### config.mk
export PLATFORM = sky130hd
export DESIGN_NAME = vjtag_scan_driver
export DESIGN_NICKNAME = d
export VERILOG_FILES = /design/src/rtl/vjtag_pkg.sv /design/src/rtl/vjtag_tck_gen.sv /design/src/rtl/vjtag_scan_driver.sv
export SDC_FILE = /design/constraint.sdc
export NUM_CORES = 1
export LEC_CHECK = 0
export BUFFER_PORTS_ARGS = -buffer_cell sky130_fd_sc_hd__buf_4
export CORE_UTILIZATION = 31
export DETAILED_ROUTE_END_ITERATION = 10
export HOLD_SLACK_MARGIN = 0.12
export SLEW_MARGIN = 20
export SYNTH_ARGS = -nofsm -noshare
export SYNTH_HDL_FRONTEND = slang
export SYNTH_SLANG_ARGS = --single-unit
### constraint.sdc
create_clock -name clk -period 4.95 [get_ports clk]
set_input_delay 0.7425 -clock clk [delete_from_list [all_inputs] [get_ports clk]]
set_output_delay 0.7425 -clock clk [all_outputs]
set_load 0.02 [all_outputs]
### src/rtl/vjtag_pkg.sv
// vjtag_pkg: shared state encoding and default widths for the virtual-JTAG scan driver
package vjtag_pkg;

  localparam int DEF_DATA_W = 8;
  localparam int DEF_IR_W   = 1;

  typedef enum logic [2:0] {
    IDLE,
    SETUP,
    SHIFT,
    UPDATE,
    DONE
  } state_t;

endpackage

### src/rtl/vjtag_tck_gen.sv
// vjtag_tck_gen: registered tck with CLK_DIV-cycle half periods and edge-anticipating pulses
module vjtag_tck_gen #(
  parameter int CLK_DIV = 4
) (
  input  logic clk,
  input  logic reset,
  input  logic enable,
  output logic tck,
  output logic rise_pulse,
  output logic fall_pulse,
  output logic period_done
);

  logic [7:0] cnt;
  logic       term;

  assign term        = enable && cnt == 8'(CLK_DIV - 1);
  assign rise_pulse  = term && !tck;
  assign fall_pulse  = term && tck;
  assign period_done = fall_pulse;

  // half-period counter; tck parks low with the counter cleared whenever disabled
  always_ff @(posedge clk or posedge reset) begin
    if (reset) begin
      cnt <= '0;
      tck <= 1'b0;
    end else if (!enable) begin
      cnt <= '0;
      tck <= 1'b0;
    end else if (term) begin
      cnt <= '0;
      tck <= ~tck;
    end else begin
      cnt <= cnt + 8'd1;
    end
  end

endmodule

### src/rtl/vjtag_scan_driver.sv
// vjtag_scan_driver: virtual-JTAG DR scan initiator, one command in and one captured word out
module vjtag_scan_driver
  import vjtag_pkg::*;
#(
  parameter int DATA_W  = DEF_DATA_W,
  parameter int IR_W    = DEF_IR_W,
  parameter int CLK_DIV = 4
) (
  input  logic              clk,
  input  logic              reset,
  input  logic              io_cmd_valid,
  output logic              io_cmd_ready,
  input  logic [IR_W-1:0]   io_cmd_ir,
  input  logic [DATA_W-1:0] io_cmd_data,
  output logic              io_rsp_valid,
  input  logic              io_rsp_ready,
  output logic [DATA_W-1:0] io_rsp_data,
  output logic              io_tck,
  output logic              io_tdi,
  input  logic              io_tdo,
  output logic [IR_W-1:0]   io_ir_in,
  output logic              io_v_sdr,
  output logic              io_udr
);

  localparam int BW = $clog2(DATA_W + 1);

  state_t            state;
  logic [BW-1:0]     bit_cnt;
  logic [DATA_W-1:0] data_sh;
  logic [DATA_W-1:0] data_nxt;
  logic              enable;
  logic              last;
  logic              rise_pulse;
  logic              fall_pulse;
  logic              period_done;

  assign enable      = state inside {SETUP, SHIFT, UPDATE};
  assign last        = bit_cnt == BW'(DATA_W - 1);
  assign data_nxt    = data_sh >> 1;

  vjtag_tck_gen #(.CLK_DIV(CLK_DIV)) u_tck (
    .clk        (clk),
    .reset      (reset),
    .enable     (enable),
    .tck        (io_tck),
    .rise_pulse (rise_pulse),
    .fall_pulse (fall_pulse),
    .period_done(period_done)
  );

  // scan sequencer; every output is registered so tdi/sdr/udr move only on tck edges
  always_ff @(posedge clk or posedge reset) begin
    if (reset) begin
      state        <= IDLE;
      io_cmd_ready <= 1'b1;
      io_rsp_valid <= 1'b0;
      io_rsp_data  <= '0;
      io_tdi       <= 1'b0;
      io_ir_in     <= '0;
      io_v_sdr     <= 1'b0;
      io_udr       <= 1'b0;
      data_sh      <= '0;
      bit_cnt      <= '0;
    end else begin
      case (state)
        IDLE: if (io_cmd_valid && io_cmd_ready) begin
          state        <= SETUP;
          io_cmd_ready <= 1'b0;
          io_ir_in     <= io_cmd_ir;
          data_sh      <= io_cmd_data;
          io_tdi       <= io_cmd_data[0];
          bit_cnt      <= '0;
        end
        SETUP: if (period_done) begin
          state    <= SHIFT;
          io_v_sdr <= 1'b1;
        end
        SHIFT: begin
          if (rise_pulse) io_rsp_data <= {io_tdo, io_rsp_data[DATA_W-1:1]};
          if (fall_pulse && !last) begin
            bit_cnt <= bit_cnt + 1'b1;
            data_sh <= data_nxt;
            io_tdi  <= data_nxt[0];
          end
          if (period_done && last) begin
            state    <= UPDATE;
            io_v_sdr <= 1'b0;
            io_udr   <= 1'b1;
            io_tdi   <= 1'b0;
          end
        end
        UPDATE: if (period_done) begin
          state        <= DONE;
          io_udr       <= 1'b0;
          io_ir_in     <= '0;
          io_rsp_valid <= 1'b1;
        end
        DONE: if (io_rsp_ready) begin
          state        <= IDLE;
          io_rsp_valid <= 1'b0;
          io_cmd_ready <= 1'b1;
        end
        default: state <= IDLE;
      endcase
    end
  end

endmodule

==> impl_metrics.yaml, run 1 <==
timing:
  setup_viol: 0
  slew_headroom: 0.602
  setup_tns_ns: 0
  fin_crit_ns: 2.12
  fmax_mhz: 471
  fin_skew_ns: 0.00288
  final_hold_viol_count: 0
  rsz0062_at_grt: "false"
  holdWs_ns: 0.510
  worst_slew_pin_slew_ns: 0.592
  final_max_slew_viol_count: 0
  fin_crit_sh: 0.429
cells_and_area:
  drive_gt1_frac: 0.267
  fin_nets: 206
  syn_to_final_growth_pct: 22.8
  fin_util: 0.406
  diodes: 0
  fillers: 540
  fin_cells: 261
route:
  dr_total_vias: 1318
  route.top_layer_used: "met4"
  dr.pass1.iters: 4
  wire_per_inst_um: 13.2
  initialDrtViolationCount: 51
  viasPerCell: 5.05
  m1WireLength_um: 1700
  ant_nets: 0
  drc: 0
  wl_um: 3450
  met3_length_um: 133
  wl_met2_um: 1570
logic_synthesis:
  synth_edf_count: 0
  yosysSeqAreaShare: 0.533
  syn_area_um2: 1740
  ys.flop_type: "dfrtp_1"
  synth_nets: 175
  yosys_warnings: 0
  synth.distinct_cells: 41
  ys_seq_elements: 37
  async_flop_share: 1.00
  synthCells: 159
  syn_avg_cell_area_um2: 10.9
clock_tree:
  clk_path_buf_depth: 2
  postCtsHoldBufs: 0
  root_buffer: "clkbuf_8"
  numCtsBuffers: 5
  tritoncts: "done"
  cts.repair.resized: 0
  clkTransAtPathRegs_ns: 0.08
  cts_max_level: 2
  insertion_delay_ns: 0.29
  cts_setup_buffers: 0
  clock-sinks: 37
place:
  io_buffers: 28
  place_inst: 253
  routabilityCongestion: 0.763
  hpwl_um: 2350
run:
  cap_violations: 0
global_route:
  grt_pass1_wl_um: 5910
  grt_overflow_total: 0
  track_usage: 0.126
  grt_pass1_vias: 1263
  antenna_found_initial: 0
  grt_max_degree: 38
power_and_ir_drop:
  p_sw_uw: 121
  powerDensity_nw_per_um2: 273
  switching_share: 0.208
  p_leak_uw: 0.000980
  totalPowerFinal_uw: 584
  ir_drop_mv: 0.104
  pwr-share-seq: 0.518
  power_frac_clock: 0.449
  p_int_uw: 463
  comb_power_share: 0.033
floorplanning:
  die_x_um: 76.9
  coreArea_um2: 5270
  start_util: 0.330
  dieArea_um2: 5920
  io_pins: 29
  core.rowCount: 26
  dieHeight_um: 76.9
setup_path:
  cp_max_fo: 8
  regToRegStartpoint: "u_tck.cnt[5]"
  timing.rr.end: "io_rsp_data[0]"
  worstSetupEndpointType: "flop"
  ff2ff_path_depth: 4
  cp.required_ns: 5.13
  r2r_slack_ns: 2.83
  critPathKind: "flop to flop"
  cp.arrival_ns: 2.30
  cp-start-kind: "flop"
run_status:
  status: "finished clean"
hold_path:
  whs_path_depth: 1
  hp-class: "flop to flop"
  hold_start: "data_sh[7]"
  min_to: "data_sh[7]"
## final cells by class
cell class | instances | area, µm² | share of cell area
timing repair buffer | 30 | 225 | 0.105
multi-input combinational | 113 | 771 | 0.361
clock inverter | 3 | 46.3 | 0.0217
tap | 70 | 87.6 | 0.0410
sequential | 37 | 927 | 0.434
clock buffer | 5 | 68.8 | 0.0322
inverter | 3 | 11.3 | 0.00527
## metrics by stage
stage	setup WS [ns]	cell area (µm²)
2_1_floorplan	3.11	1740
3_3_place_gp	2.85	2020
3_5_place_dp	2.83	2020
4_1_cts	2.82	2140
5_1_grt	2.74	2140
6_report	2.83	2140
## kinds of logic after synthesis
kind of cell    count (synthesis)  synth area share
compound gates                 33             0.130
fa+ha+maj                       2            0.0144
xor+xnor                        8            0.0403
mux                             9            0.0748
buf+inv                         9            0.0244
simple gates                   61             0.183
flops                          37             0.533
## power groups by stage
stage                     clock (µW)  sequential [µW]  combinational (µW)
after floorplan                    0              309                7.60
after global placement             0              309                19.7
final                            263              303                19.0
after global routing             281              303                21.5
after CTS                        271              303                19.8
after detailed placement           0              309                19.8
## cell usage in the layout (no fill, tap or decap), types with 2 or more instances in the layout
| master | netlist | final |
|---|---|---|
| a21oi_1 | 6 | 6 |
| a22o_1 | 2 | 2 |
| a2bb2oi_1 | 6 | 6 |
| a31oi_1 | 3 | 3 |
| and3_1 | 2 | 2 |
| buf_4 | 0 | 30 |
| clkbuf_8 | 0 | 5 |
| dfrtp_1 | 36 | 36 |
| ha_1 | 2 | 2 |
| inv_1 | 3 | 3 |
| mux2_4 | 8 | 8 |
| nand2_1 | 16 | 16 |
| nand3_1 | 7 | 7 |
| nand3b_1 | 2 | 2 |
| nor2_1 | 18 | 18 |
| nor3_1 | 4 | 4 |
| nor3b_1 | 2 | 2 |
| o211ai_1 | 2 | 2 |
| o21ai_1 | 2 | 2 |
| o22ai_1 | 7 | 7 |
| xnor2_1 | 4 | 4 |
| xor2_1 | 4 | 4 |
## worst max-delay path: stages (launching register included)
cell     delay [ns]
dfrtp_1        0.45
nor4_4         0.41
nand3_2        0.18
or3_1          0.60
mux2_4         0.37
## state kept, by name (all words and copies together), names as in the netlist
name,count
u_tck.cnt,8
io_udr,1
io_v_sdr,1
io_ir_in,1
data_sh,7
io_cmd_ready,1
bit_cnt,4
io_tdi,1
io_rsp_valid,1
io_rsp_data,8
u_tck.tck,1
state,3
## Yosys cell counts (all sizes together), types with 2 or more instances
cell	number	share of area
xnor2	4	0.020
nand3	8	0.026
nor2	18	0.039
nor3	4	0.012
ha	2	0.014
a22o	2	0.010
o211ai	2	0.0086
o21ai	3	0.0086
nand3b	2	0.0086
a2bb2oi	6	0.030
xor2	4	0.020
nor4	2	0.016
nor3b	2	0.0086
clkbuf	3	0.0065
a31oi	3	0.011
mux2	8	0.069
buf	3	0.011
and3	2	0.0072
dfrtp	36	0.52
inv	3	0.0065
o22ai	7	0.025
a21oi	6	0.017
nand2	16	0.035
## worst max path at each step
stage	from	endpoint	cells past startpoint
after floorplan	u_tck.cnt[5]	io_rsp_data[0]	5
after global placement	u_tck.cnt[5]	io_rsp_data[7]	4
after detailed placement	u_tck.cnt[5]	io_rsp_data[0]	4
after CTS	u_tck.cnt[5]	io_rsp_data[0]	4
after global routing	u_tck.cnt[5]	io_rsp_data[7]	4
final	u_tck.cnt[5]	io_rsp_data[0]	4
## layer usage
layer	track usage	up-vias
li1	-	638
met1	0.164	652
met2	0.198	23
met3	0.0333	5
met4	0.0462	0
met5	0	-
Power figures use the tool's default switching activity.
==> run 2, diff against run 1 <==
==> constraint.sdc (replaced) <==
create_clock -name clk -period 2 [get_ports clk]
set_input_delay 0.3 -clock clk [delete_from_list [all_inputs] [get_ports clk]]
set_output_delay 0.3 -clock clk [all_outputs]
set_load 0.02 [all_outputs]
==> impl_metrics.yaml, run 2 (synthesized netlist as in run 1, its figures left out) <==
cells_and_area:
  diodes: 0
  drive_gt1_frac: 0.307
  layout_common_cells: "37 x buf_4, 36 x dfrtp_1, 18 x nor2_1"
  mostFrequentLayoutCell: "buf_4"
  fin_nets: 214
  reg.largest.list: "io_rsp_data x8, u_tck.cnt x8, data_sh x7"
  syn_to_final_growth_pct: 28.5
  fin_util: 0.425
run:
  cap_violations: 0
setup_path:
  regToRegStartpoint: "u_tck.cnt[0]"
  slowest_delay_ns: 0.42
  cp-start-kind: "flop"
  worst-path-buf-inv: 0
  critPathTopFamily: "compound AO/OA/AOI/OAI gates"
  worstSetupEndpointType: "flop"
  critical_path_depth: 5
  cp.required_ns: 2.15
  crit_start: "u_tck.cnt[0]"
  r2r_slack_ns: 0.13
  path_cells: "ha_1 > and4bb_2 > and2_1 > a31oi_1 > o22ai_1"
  critPathSlowestCell: "dfrtp_1"
  timing.rr.end: "io_tdi"
  cp_max_fo: 5
  cp.arrival_ns: 2.02
  cp-endpoint: "io_tdi"
  ff2ff_path_depth: 5
  critPathKind: "flop to flop"
clock_tree:
  root_buffer: "clkbuf_8"
  cts_max_level: 2
  cts_setup_buffers: 0
  numCtsBuffers: 5
  clk_path_buf_depth: 2
  clkTransAtPathRegs_ns: 0.08
  tritoncts: "done"
  insertion_delay_ns: 0.29
  clock-sinks: 37
timing:
  final_max_slew_viol_count: 0
  fin_crit_sh: 0.937
  fin_skew_ns: 0.00593
  setup_viol: 0
  setup_tns_ns: 0
  slew_headroom: 0.539
  fmax_mhz: 534
  fin_crit_ns: 1.87
  worst_slew_pin_slew_ns: 0.690
  rsz0062_at_grt: "false"
  final_hold_viol_count: 0
place:
  routabilityCongestion: 0.780
  io_buffers: 28
  hpwl_um: 2590
global_route:
  grt_overflow_total: 0
  top_usage_layer: "met2"
  grt_max_degree: 18
  grt_pass1_vias: 1363
  use_met1: 0.177
  track_usage: 0.134
  antenna_found_initial: 0
  grt_pass1_wl_um: 6290
  use_met3: 0.0321
  grt_use_met2: 0.212
route:
  wire_per_inst_um: 13.4
  initialDrtViolationCount: 51
  viasPerCell: 5.01
  wl_um: 3610
  ant_nets: 0
  drc: 0
  dr_total_vias: 1348
  dr.pass1.iters: 4
floorplanning:
  start_util: 0.330
  io_pins: 29
  core.rowCount: 26
  dieHeight_um: 76.9
  die_x_um: 76.9
  dieArea_um2: 5920
  coreArea_um2: 5270
run_status:
  status: "finished clean"
power_and_ir_drop:
  ir_drop_mv: 0.219
  p_leak_uw: 0.00104
  powerDensity_nw_per_um2: 698
hold_path:
  hp-class: "input port to asynchronous set/reset pin"
-- run 2: worst min path at each step --
stage	startpoint	to	slack (ns)	cells past startpoint
finish	reset	u_tck.cnt[6]	0.12	2
global route	reset	u_tck.cnt[0]	0.17	2
CTS	reset	u_tck.cnt[0]	0.14	2
detailed placement	reset	io_rsp_data[1]	0.46	2
global placement	reset	io_rsp_data[1]	0.45	2
floorplan	io_cmd_ir	io_ir_in	0.42	2
-- run 2: repair_timing --
| item | in CTS | in global routing |
|---|---|---|
| hold buffers | 0 | 0 |
| endpoints found under the setup margin | 0 | 14 |
| endpoints found under the hold margin | 0 | 0 |
| gates resized for setup | 0 | 2 |
-- run 2: worst reg2reg max path: stages (launching register included) --
cell	delay, ns
dfrtp_1	0.42
ha_1	0.29
and4bb_2	0.28
and2_1	0.22
a31oi_1	0.37
o22ai_1	0.16
-- run 2: area by class of cell --
class | count | area, µm²
fillers | 535 | 3030
flip-flops and latches | 37 | 927
multi-input cells | 113 | 779
repair buffers | 38 | 298
well taps | 70 | 87.6
clock buffers | 5 | 68.8
clock inverters | 3 | 65.1
inverters | 3 | 11.3
-- run 2: stage by stage --
stage          hold WS, ns  power, µW  area (µm²)  setup slack (ns)  cells
2_1_floorplan        0.417        784        1740             0.157    159
3_3_place_gp         0.449        817        2090            0.0652    261
3_5_place_dp         0.456        818        2090            0.0244    261
4_1_cts              0.139       1580        2230           0.00425    269
5_1_grt              0.171       1610        2240            0.0145    269
6_report             0.118       1560        2240             0.126    269
-- run 2: where the power goes --
group / internal (µW) / switching [µW]
sequential: 749 / 0.930
combinational: 27.8 / 24.0
clock: 495 / 265
total: 1270 / 290
-- run 2: metal layers --
layer | up-vias | part of all wire | wire length [µm]
met5 | - | 0 | 0
met4 | 0 | 0.0078 | 28
met3 | 4 | 0.045 | 162
met2 | 30 | 0.48 | 1720
met1 | 663 | 0.47 | 1700
li1 | 651 | - | -
